## src/rtl/muldiv_if.sv

```systemverilog
// muldiv_if: handshake and operand bundle for muldiv_unit.
//   master side (control path) drives start/kill/op/a/b;
//   slave side (muldiv_unit) drives busy/done/result.
//   start  - launch an op (sampled only while idle)
//   kill   - abort the op in flight
//   op     - funct3 code: MUL, MULH, MULHSU, MULHU, DIV, DIVU, REM, REMU
//   a, b   - rs1 / rs2 operands
//   busy   - op in flight
//   done   - one-cycle result-valid pulse
//   result - last completed result, held until the next done
interface muldiv_if #(
  parameter int WIDTH = 32
);
  logic             start;
  logic             kill;
  logic [2:0]       op;
  logic [WIDTH-1:0] a;
  logic [WIDTH-1:0] b;
  logic             busy;
  logic             done;
  logic [WIDTH-1:0] result;

  modport master (
    output start, kill, op, a, b,
    input  busy, done, result
  );

  modport slave (
    input  start, kill, op, a, b,
    output busy, done, result
  );
endinterface

```

## src/rtl/muldiv_unit.sv

```systemverilog
// muldiv_unit: iterative RV32M multiply/divide unit beside the EX-stage ALU.
//   Operates on magnitudes: signs are stripped at launch and reapplied in FIN.
//   Multiply is a WIDTH-step shift-add, divide a WIDTH-step restoring
//   shift-subtract, both sharing the {hi, lo} working register pair.
//   Divide-by-zero and signed overflow bypass the iteration entirely.
// Ports:
//   clk  - rising-edge clock
//   rst  - synchronous active-high reset (state, busy, done, result)
//   bus  - muldiv_if.slave: start/kill/op/a/b in, busy/done/result out
// Configuration:
//   MULDIV_FAST_MUL_EN - when defined, MUL* ops use one combinational
//   WIDTHxWIDTH multiply at launch and go straight to FIN; divides unchanged.
module muldiv_unit #(
  parameter int WIDTH = 32
) (
  input logic     clk,
  input logic     rst,
  muldiv_if.slave bus
);
  localparam int CW = $clog2(WIDTH);
  localparam logic [WIDTH-1:0] MIN_INT = {1'b1, {(WIDTH-1){1'b0}}};
  localparam logic [2:0] OP_MUL    = 3'b000;
  localparam logic [2:0] OP_MULH   = 3'b001;
  localparam logic [2:0] OP_MULHSU = 3'b010;
  localparam logic [2:0] OP_DIV    = 3'b100;
  localparam logic [2:0] OP_REM    = 3'b110;

  typedef enum logic [1:0] {IDLE, CALC, FIN} state_t;

  state_t           state;
  logic [CW-1:0]    cnt;
  logic [2:0]       op_r;
  logic [WIDTH-1:0] hi, lo, opb;
  logic             neg_q, neg_r, spec;
  logic [WIDTH-1:0] spec_res;

  function automatic logic [WIDTH-1:0] cond_neg(input logic [WIDTH-1:0] v, input logic n);
    return n ? (~v + WIDTH'(1)) : v;
  endfunction

  function automatic logic [2*WIDTH-1:0] cond_neg2(input logic [2*WIDTH-1:0] v, input logic n);
    return n ? (~v + (2*WIDTH)'(1)) : v;
  endfunction

  // Launch decode: operand signs, magnitudes and the special-case bypass.
  logic             sgn_a, sgn_b, b_zero, ovf, special;
  logic [WIDTH-1:0] mag_a, mag_b, spec_val;

  always_comb begin
    // MUL's low half is sign-agnostic, so it runs unsigned.
    sgn_a   = (bus.op == OP_MULH || bus.op == OP_MULHSU || bus.op == OP_DIV ||
               bus.op == OP_REM) && bus.a[WIDTH-1];
    sgn_b   = (bus.op == OP_MULH || bus.op == OP_DIV || bus.op == OP_REM) && bus.b[WIDTH-1];
    mag_a   = cond_neg(bus.a, sgn_a);
    mag_b   = cond_neg(bus.b, sgn_b);
    b_zero  = bus.op[2] && (bus.b == '0);
    ovf     = bus.op[2] && !bus.op[0] && (bus.a == MIN_INT) && (bus.b == '1);
    special = b_zero || ovf;
    if (b_zero) spec_val = bus.op[1] ? bus.a : '1;
    else        spec_val = bus.op[1] ? '0 : MIN_INT;
  end

`ifdef MULDIV_FAST_MUL_EN
  logic [2*WIDTH-1:0] prod_fast;
  assign prod_fast = {{WIDTH{1'b0}}, mag_a} * {{WIDTH{1'b0}}, mag_b};
`endif

  // One iteration step. Multiply: lo holds the multiplier, shifted out LSB
  // first while the partial product shifts down into it. Divide: lo holds the
  // dividend, shifted out MSB first while quotient bits shift in.
  logic [WIDTH:0]   sum, rem_t;
  logic [WIDTH-1:0] diff, hi_n, lo_n;
  logic             ge;

  always_comb begin
    sum   = {1'b0, hi} + (lo[0] ? {1'b0, opb} : '0);
    rem_t = {hi, lo[WIDTH-1]};
    ge    = rem_t >= {1'b0, opb};
    // When ge holds the true difference is below opb, so WIDTH bits suffice.
    diff  = rem_t[WIDTH-1:0] - opb;
    if (op_r[2]) begin
      hi_n = ge ? diff : rem_t[WIDTH-1:0];
      lo_n = {lo[WIDTH-2:0], ge};
    end else begin
      hi_n = sum[WIDTH:1];
      lo_n = {sum[0], lo[WIDTH-1:1]};
    end
  end

  // Finish: sign correction and half / quotient / remainder selection.
  logic [2*WIDTH-1:0] prod;
  logic [WIDTH-1:0]   quo, rem, fin_val;

  always_comb begin
    prod = cond_neg2({hi, lo}, neg_q);
    quo  = cond_neg(lo, neg_q);
    rem  = cond_neg(hi, neg_r);
    if (spec)          fin_val = spec_res;
    else if (!op_r[2]) fin_val = (op_r[1:0] == 2'b00) ? prod[WIDTH-1:0] : prod[2*WIDTH-1:WIDTH];
    else               fin_val = op_r[1] ? rem : quo;
  end

  // Datapath registers: no reset, qualified by the control state.
  always_ff @(posedge clk) begin
    if (state == IDLE && bus.start) begin
      op_r     <= bus.op;
      opb      <= mag_b;
      neg_q    <= sgn_a ^ sgn_b;
      neg_r    <= sgn_a;
      spec     <= special;
      spec_res <= spec_val;
`ifdef MULDIV_FAST_MUL_EN
      if (!bus.op[2]) begin
        {hi, lo} <= prod_fast;
      end else begin
        hi <= '0;
        lo <= mag_a;
      end
`else
      hi <= '0;
      lo <= mag_a;
`endif
    end else if (state == CALC) begin
      hi <= hi_n;
      lo <= lo_n;
    end
  end

  // Control FSM with registered busy/done/result.
  always_ff @(posedge clk) begin
    if (rst) begin
      state      <= IDLE;
      cnt        <= '0;
      bus.busy   <= 1'b0;
      bus.done   <= 1'b0;
      bus.result <= '0;
    end else begin
      bus.done <= 1'b0;
      unique case (state)
        IDLE: begin
          if (bus.start && !bus.kill) begin
            bus.busy <= 1'b1;
            cnt      <= '0;
`ifdef MULDIV_FAST_MUL_EN
            state    <= (special || !bus.op[2]) ? FIN : CALC;
`else
            state    <= special ? FIN : CALC;
`endif
          end
        end
        CALC: begin
          if (bus.kill) begin
            state    <= IDLE;
            bus.busy <= 1'b0;
          end else begin
            cnt <= cnt + CW'(1);
            if (cnt == CW'(WIDTH-1)) state <= FIN;
          end
        end
        FIN: begin
          state    <= IDLE;
          bus.busy <= 1'b0;
          if (!bus.kill) begin
            bus.result <= fin_val;
            bus.done   <= 1'b1;
          end
        end
        default: state <= IDLE;
      endcase
    end
  end
endmodule

```

## src/flat_wrapper.sv

```systemverilog
// flat-port wrapper written by rule: the top's interface ports become plain ports
module muldiv_unit_flat 
#(
  parameter int WIDTH = 32
)
  (clk, rst, bus_start, bus_kill, bus_op, bus_a, bus_b, bus_busy, bus_done, bus_result);
  muldiv_if #(.WIDTH(WIDTH)) bus_i ();
  input logic clk;
  input logic rst;
  input wire logic [$bits(bus_i.start)-1:0] bus_start;
  input wire logic [$bits(bus_i.kill)-1:0] bus_kill;
  input wire logic [$bits(bus_i.op)-1:0] bus_op;
  input wire logic [$bits(bus_i.a)-1:0] bus_a;
  input wire logic [$bits(bus_i.b)-1:0] bus_b;
  output wire logic [$bits(bus_i.busy)-1:0] bus_busy;
  output wire logic [$bits(bus_i.done)-1:0] bus_done;
  output wire logic [$bits(bus_i.result)-1:0] bus_result;
  assign bus_i.start = bus_start;
  assign bus_i.kill = bus_kill;
  assign bus_i.op = bus_op;
  assign bus_i.a = bus_a;
  assign bus_i.b = bus_b;
  assign bus_busy = bus_i.busy;
  assign bus_done = bus_i.done;
  assign bus_result = bus_i.result;
  muldiv_unit #(.WIDTH(WIDTH)) u_core (.clk(clk), .rst(rst), .bus(bus_i));
endmodule
```

## config.mk

```make
export PLATFORM = sky130hd
export DESIGN_NAME = muldiv_unit_flat
export DESIGN_NICKNAME = d
export VERILOG_FILES = /design/src/rtl/muldiv_if.sv /design/src/rtl/muldiv_unit.sv /design/src/flat_wrapper.sv
export SDC_FILE = /design/constraint.sdc
export NUM_CORES = 1
export LEC_CHECK = 0
export BUFFER_PORTS_ARGS = -buffer_cell sky130_fd_sc_hd__buf_2
export CAP_MARGIN = 10
export CORE_MARGIN = 1
export CORE_UTILIZATION = 55
export DETAILED_ROUTE_END_ITERATION = 10
export PLACE_DENSITY = 0.74
export SYNTH_ARGS = -nofsm -noshare
export SYNTH_HDL_FRONTEND = slang
export SYNTH_SLANG_ARGS = --single-unit
```

## constraint.sdc

```tcl
create_clock -name clk -period 6.7 [get_ports clk]
set_input_delay 1.005 -clock clk [delete_from_list [all_inputs] [get_ports clk]]
set_output_delay 1.005 -clock clk [all_outputs]
set_load 0.03 [all_outputs]
```

### Word-level counts from Yosys, hierarchy flattened

Index checks and enable logic that the tools add are counted.

* output and inout bits: 34
* memory bits (writable): 0
* bits in registers: 175
* bits in latches: 0
* memories kept: 0
* memory bits (read-only): 0

* reduce and logical (&&, ||, !) cells: 27
* equality and inequality tests: 13
* multiplexer cells: 30
* order comparisons: 1
* shifts and indexed selects: 0
* bitwise logic cells: 8
* divide/modulo/power cells: 0
* multiply operators: 0
* add/subtract/negate cells: 8

Operators by type and width (count)
* two-way mux 32 bit: 17
* adder 32 x 1 -> 32 bit, second input constant: 4
* inverter 32 bit: 4
* adder 64 x 1 -> 64 bit, second input constant: 1
* equality test 32 bit, second input constant: 2
* two-way mux 64 bit: 1
* inverter 64 bit: 1
* adder 32 x 33 -> 33 bit: 1
* >= comparator 33 x 32 -> 1 bit: 1
* zero test 32 bit: 1
* subtractor 32 bit: 1
* two-way mux 5 bit: 2
* one-hot mux 5 bit (2 select lines): 1
* logical AND 1 bit: 8
* two-way mux 2 bit: 4
* equality test 3 bit, second input constant: 2
* logical OR 1 bit: 6
* != test 2 bit, second input constant: 3
* AND reduction 3 bit: 2
* adder 5 x 1 -> 5 bit, second input constant: 1
* equality test 5 bit, second input constant: 1
* zero test 2 bit: 2
* one-hot mux 2 bit (2 select lines): 1
* AND reduction 2 bit: 2
* 13 further kinds: 18

### Depth between registers and ports, before layout

* word-level depth: 8
* depth in mapped cells: 14
* gate-level depth less buffers: 13

### Worst setup path before layout

Ideal clock, no wire load.

* path type: in2reg
* start: input port bus_start
* end: register u_core.lo[1], data pin
* library setup time: 0.381 ns
* arrival time: 3.539 ns
* buffers on the path: 1
* slack: 2.780 ns
* stages: 4
* cell sequence: nand2_1 -> inv_2 -> buf_1 -> a31oi_1

* longest elaborated chain between the ends: 2

RTL lines
* start: declaration: RTL line flat_wrapper.sv:10 `input wire logic [$bits(bus_i.start)-1:0] bus_start;`
* logical AND 1 bit: RTL line muldiv_unit.sv:105 `if (state == IDLE && bus.start) begin`
* two-way mux 32 bit: RTL line muldiv_unit.sv:105
* end signal: assignment: RTL line muldiv_unit.sv:121 `lo <= mag_a;`
* end signal: assignment: RTL line muldiv_unit.sv:125 `lo <= lo_n;`
* end: declaration: RTL line muldiv_unit.sv:33 `logic [WIDTH-1:0] hi, lo, opb;`

No other way between the ends.
A chain may end at the register's enable or synchronous reset.

### Worst setup path after layout

* start: register u_core.lo[0]
* end: register u_core.hi[30]

* longest elaborated chain between the ends: 3

RTL lines
* two-way mux 32 bit: RTL line muldiv_unit.sv:76 `sum = {1'b0, hi} + (lo[0] ? {1'b0, opb} : '0);`
* adder 32 x 33 -> 33 bit: RTL line muldiv_unit.sv:76
* two-way mux 32 bit: RTL line muldiv_unit.sv:81 `if (op_r[2]) begin`
* end signal: assignment: RTL line muldiv_unit.sv:124 `hi <= hi_n;`
* end: declaration: RTL line muldiv_unit.sv:33

No other way between the ends.

==> report_table.html <==
<table>
<tr><th>Metric</th><th>Value</th></tr>
<tr><th colspan="2">Outcome</th></tr>
<tr><td>Result of the run</td><td>finished, final reports clean</td></tr>
<tr><th colspan="2">Yosys</th></tr>
<tr><td>Synth Area in Compound Gates</td><td>0.2473</td></tr>
<tr><td>Fraction of synthesized cell area in xor and xnor cells</td><td>0.1105</td></tr>
<tr><td>Number of unique standard cell types used by synthesis</td><td>80</td></tr>
<tr><td>Synth Instances</td><td>between 1500 and 2000</td></tr>
<tr><td>Syn Std Cell Area</td><td>between 15000 and 20000 sq um</td></tr>
<tr><td>Sequential fraction of the synthesis area</td><td>0.3004</td></tr>
<tr><td>Yosys warning count</td><td>0</td></tr>
<tr><td>Count of state elements after synthesis</td><td>roughly 180</td></tr>
<tr><td>Cell with the most instances after synthesis</td><td>sky130_fd_sc_hd__a21oi_1</td></tr>
<tr><td>Synth top area share</td><td>0.2034</td></tr>
<tr><td>Most numerous cell types in the synthesized netlist</td><td>sky130_fd_sc_hd__a21oi_1 (176), sky130_fd_sc_hd__nand2_1 (164), sky130_fd_sc_hd__o21ai_0 (164)</td></tr>
<tr><td>Multiplexer share of the synthesized area</td><td>0.03406</td></tr>
<tr><td>Synth async-reset ratio</td><td>0</td></tr>
<tr><td>Post-Synth Simple-Gate Area</td><td>0.1883</td></tr>
<tr><td>Dominant combinational cell family by area after synthesis</td><td>compound AO/OA/AOI/OAI gates</td></tr>
<tr><td>Top cell type by total area after synthesis</td><td>sky130_fd_sc_hd__edfxtp_1</td></tr>
<tr><td>Ranking of synthesized cells by area</td><td>sky130_fd_sc_hd__edfxtp_1 (20%), sky130_fd_sc_hd__dfxtp_1 (9.7%), sky130_fd_sc_hd__xnor2_1 (6.7%)</td></tr>
<tr><td>Post-Synth Adder-Cell Area</td><td>0.06497</td></tr>
<tr><td>Post-synth EDFFs</td><td>slightly above 100</td></tr>
<tr><td>Net count after synthesis</td><td>approximately 2000</td></tr>
<tr><td>Syn_area_per_cell</td><td>7.998 sq um</td></tr>
<tr><td>Most instantiated flip-flop cell in the synthesis netlist</td><td>sky130_fd_sc_hd__edfxtp_1</td></tr>
<tr><th colspan="2">Clock tree</th></tr>
<tr><td>CTS tree</td><td>done</td></tr>
<tr><td>Number of instances resized during post-cts repair</td><td>0</td></tr>
<tr><td>Clock network latency to the later pin of the worst-skew pair</td><td>between 400 and 500 ps</td></tr>
<tr><td>Clock edge transition at the registers on the reported setup and hold paths</td><td>around 80 ps</td></tr>
<tr><td>Clock Sink Count</td><td>175</td></tr>
<tr><td>Number of CTS-inserted buffers</td><td>17</td></tr>
<tr><td>Max H-tree Level</td><td>4</td></tr>
<tr><td>Quantity of hold-fixing buffers added after cts</td><td>0</td></tr>
<tr><td>Buffer type at the clock tree root</td><td>sky130_fd_sc_hd__clkbuf_16</td></tr>
<tr><td>Maximum number of buffers from clock root to sink</td><td>2</td></tr>
<tr><td>Buffers inserted during post-CTS setup optimization</td><td>0</td></tr>
<tr><th colspan="2">Global routing</th></tr>
<tr><td>Number of global-route vias before repair</td><td>approximately 14000</td></tr>
<tr><td>Antenna violations before repair</td><td>3</td></tr>
<tr><td>Pin count of the biggest net entering global routing</td><td>82</td></tr>
<tr><td>Total grt overflow</td><td>0</td></tr>
<tr><td>Total routing resource utilization after global routing</td><td>0.3558</td></tr>
<tr><td>Wire length of the first global-routing pass</td><td>just under 80 mm</td></tr>
<tr><th colspan="2">Floorplanning</th></tr>
<tr><td>Floorplan row count</td><td>60</td></tr>
<tr><td>I/O pin cnt</td><td>105</td></tr>
<tr><td>Height of the chip</td><td>167.5 um</td></tr>
<tr><td>Initial Utilization</td><td>0.5604</td></tr>
<tr><td>Core box area</td><td>approximately 27000 sq um</td></tr>
<tr><td>Die width</td><td>167.5 um</td></tr>
<tr><td>Die area</td><td>28050 sq um</td></tr>
<tr><th colspan="2">Pwr</th></tr>
<tr><td>Net switching power</td><td>4.168 mW</td></tr>
<tr><td>Internal power component</td><td>3.818 mW</td></tr>
<tr><td>Sequential cell fraction of total power</td><td>0.275</td></tr>
<tr><td>Peak supply drop</td><td>~0.22 mV</td></tr>
<tr><td>Switching fraction of total power</td><td>0.5219</td></tr>
<tr><td>Comb pwr share</td><td>0.599</td></tr>
<tr><td>Leakage power figure</td><td>6.552 nW</td></tr>
<tr><td>Pwr/cell area</td><td>about 490 nW/um^2</td></tr>
<tr><td>Proportion of power drawn by the clock network</td><td>0.126</td></tr>
<tr><th colspan="2">Setup path</th></tr>
<tr><td>Cell with the biggest individual delay on the critical path</td><td>sky130_fd_sc_hd__inv_1</td></tr>
<tr><td>Ordered list of cells on the worst path</td><td>inv_1 &gt; nor2_1 &gt; ha_1 &gt; a211oi_1 &gt; o211a_1 &gt; o211a_1 &gt; nand2_1 &gt; a21oi_1 &gt; o21ai_0 &gt; a211oi_1 &gt; xor2_1 &gt; a2111oi_0</td></tr>
<tr><td>Critical Setup Path Class</td><td>flop to flop</td></tr>
<tr><td>Largest delay contributor family on the critical path</td><td>compound AO/OA/AOI/OAI gates</td></tr>
<tr><td>CP arrival</td><td>~4700 ps</td></tr>
<tr><td>Kind of start point of the critical path</td><td>flop</td></tr>
<tr><td>CP endpoint kind</td><td>flop</td></tr>
<tr><td>Critical Path Max Stage Delay</td><td>920 ps</td></tr>
<tr><td>Crit path buf inv count</td><td>1</td></tr>
<tr><td>Highest net fanout along the worst path</td><td>33</td></tr>
<tr><td>Worst endpoint required time</td><td>7020 ps</td></tr>
<tr><th colspan="2">Route</th></tr>
<tr><td>Detailed Route WL</td><td>between 50 and 60 mm</td></tr>
<tr><td>Via Count</td><td>between 15000 and 20000</td></tr>
<tr><td>Wire length per cell</td><td>between 20 and 25 um</td></tr>
<tr><td>Remaining routing DRC violations</td><td>0</td></tr>
<tr><td>Final antenna-violating net count</td><td>0</td></tr>
<tr><td>Via count normalized by instance count</td><td>6.638</td></tr>
<tr><td>Drt pass-1 iters</td><td>6</td></tr>
<tr><td>Violation count after the first detailed-route iteration</td><td>roughly 2000</td></tr>
<tr><th colspan="2">Final layout</th></tr>
<tr><td>Final core utilization</td><td>0.6070</td></tr>
<tr><td>Fraction of layout cells with a size suffix above 1</td><td>0.09430</td></tr>
<tr><td>Synth-to-Final Area Change</td><td>8.324%</td></tr>
<tr><td>Final Net Count</td><td>between 2000 and 2500</td></tr>
<tr><td>Cell Count, Final, Fillers Out</td><td>2272</td></tr>
<tr><th colspan="2">STA</th></tr>
<tr><td>Final worst clock skew</td><td>~20 ps</td></tr>
<tr><td>Share of the cycle needed by the critical path after routing</td><td>0.6578</td></tr>
<tr><td>Worst slew margin</td><td>0.1825</td></tr>
<tr><td>Shortest clock period the worst path allows after layout</td><td>approximately 4400 ps</td></tr>
<tr><td>Final number of setup-violating endpoints</td><td>0</td></tr>
<tr><td>Transition time at the pin with the least slew margin</td><td>between 1000 and 1500 ps</td></tr>
<tr><td>Hold violation count in the final report</td><td>0</td></tr>
<tr><td>Total Negative Setup Slacks</td><td>0 ps</td></tr>
<tr><td>Total count of max-transition violations in the final report</td><td>0</td></tr>
<tr><td>Unrepaired setup endpoints after global routing</td><td>false</td></tr>
<tr><td>Achievable frequency</td><td>226.9 MHz</td></tr>
<tr><th colspan="2">Place</th></tr>
<tr><td>Cell count after placement</td><td>2239</td></tr>
<tr><td>Placer Congestion</td><td>0.9716</td></tr>
<tr><td>IO Port Bufs</td><td>between 100 and 150</td></tr>
<tr><td>Detailed placer's ending HPWL</td><td>about 37 mm</td></tr>
<tr><th colspan="2">Run</th></tr>
<tr><td>Max Cap Viol</td><td>0</td></tr>
<tr><th colspan="2">Min path</th></tr>
<tr><td>Classification of the worst-slack hold path</td><td>flop to flop</td></tr>
</table>
-- worst reg2reg max path, cell delays in order (launching register included) --
cell,delay (ps)
sky130_fd_sc_hd__edfxtp_1,480
sky130_fd_sc_hd__inv_1,920
sky130_fd_sc_hd__nor2_1,220
sky130_fd_sc_hd__ha_1,360
sky130_fd_sc_hd__a211oi_1,320
sky130_fd_sc_hd__o211a_1,240
sky130_fd_sc_hd__o211a_1,280
sky130_fd_sc_hd__nand2_1,90
sky130_fd_sc_hd__a21oi_1,230
sky130_fd_sc_hd__o21ai_0,270
sky130_fd_sc_hd__a211oi_1,350
sky130_fd_sc_hd__xor2_1,130
sky130_fd_sc_hd__a2111oi_0,390
-- metrics by stage --
stage	setup slack, ps	total power [mW]	hold slack [ps]	cell area (sq um)
after floorplan	2780	5.469	431.9	15060
after global placement	2547	6.728	437.6	15740
after detailed placement	2382	6.776	445.3	15740
after CTS	2360	7.794	454.4	16310
after global routing	2045	8.429	476.7	16310
final	2293	7.986	454.4	16310
-- kinds of logic (layout without fill, tap and decap cells) --
kind of cell / Yosys count / in the layout
AOI/OAI and AO/OA: 594 / 594
xor gates and xnor gates: 190 / 190
adders and majority gates: 77 / 77
buffers and inverters: 212 / 259
DFF: 175 / 175
muxes: 51 / 51
other: 0 / 1
and+or+nand+nor: 584 / 584
-- path summary, 6_finish.rpt --
check / startpoint / end / slack, ps / cells after the start
worst max-delay path: u_core.lo[0] / u_core.hi[30] / 2290 / 12
worst min-delay path: u_core.bus.result[4] / u_core.bus.result[4] / 450 / 2
worst max register to register: u_core.lo[0] / u_core.hi[30] / 2290 / 12
worst min register to register: u_core.bus.result[4] / u_core.bus.result[4] / 450 / 2
-- cells in the final DEF (no fill, tap or decap), drive strengths merged, types with 15 or more instances in the layout --
cell,n
a21oi,177
o21ai,165
nand2,164
nor2,157
buf,126
xnor2,115
inv,106
edfxtp,102
xor2,75
ha,75
dfxtp,73
nor3,51
mux2i,49
nand3,38
or3,37
o31ai,36
a211oi,30
nand4,25
a21o,23
o211ai,22
nand2b,18
nor4,18
clkbuf,18
o41ai,15
and3,15
o221ai,15
-- registers in the layout, indices dropped and copies added, names as in the netlist --
| name | flops |
|---|---|
| u_core.bus.result | 32 |
| u_core.hi | 32 |
| u_core.lo | 32 |
| u_core.opb | 32 |
| u_core.spec_res | 32 |
| u_core.cnt | 5 |
| u_core.op_r | 3 |
| u_core.state | 2 |
| u_core.bus.busy | 1 |
| u_core.bus.done | 1 |
| u_core.neg_q | 1 |
| u_core.neg_r | 1 |
| u_core.spec | 1 |
-- power by group through the flow --
stage | logic [mW] | clock network [mW] | registers [mW]
6_report | 4.78 | 1.01 | 2.20
5_1_grt | 5.17 | 1.04 | 2.22
4_1_cts | 4.63 | 1.01 | 2.16
3_5_place_dp | 4.60 | 0 | 2.18
3_3_place_gp | 4.57 | 0 | 2.16
2_1_floorplan | 3.52 | 0 | 1.94
-- metal layers --
layer,global-route usage,routed length [um]
met1,0.5134,21990
met5,0,19
met2,0.5239,21110
met4,0.1017,1295
met3,0.08721,5778
-- layout make-up --
cell class	instances	area, sq um
diodes	1	2.502
clock buffers	18	429.2
well taps	341	426.7
fillers	2444	10560
clock inverters	14	141.4
repair buffers	126	685.7
multi-input cells	1496	9723
flip-flops and latches	175	4524
inverters	101	381.6
No activity file was read; power rests on OpenSTA's default activity.
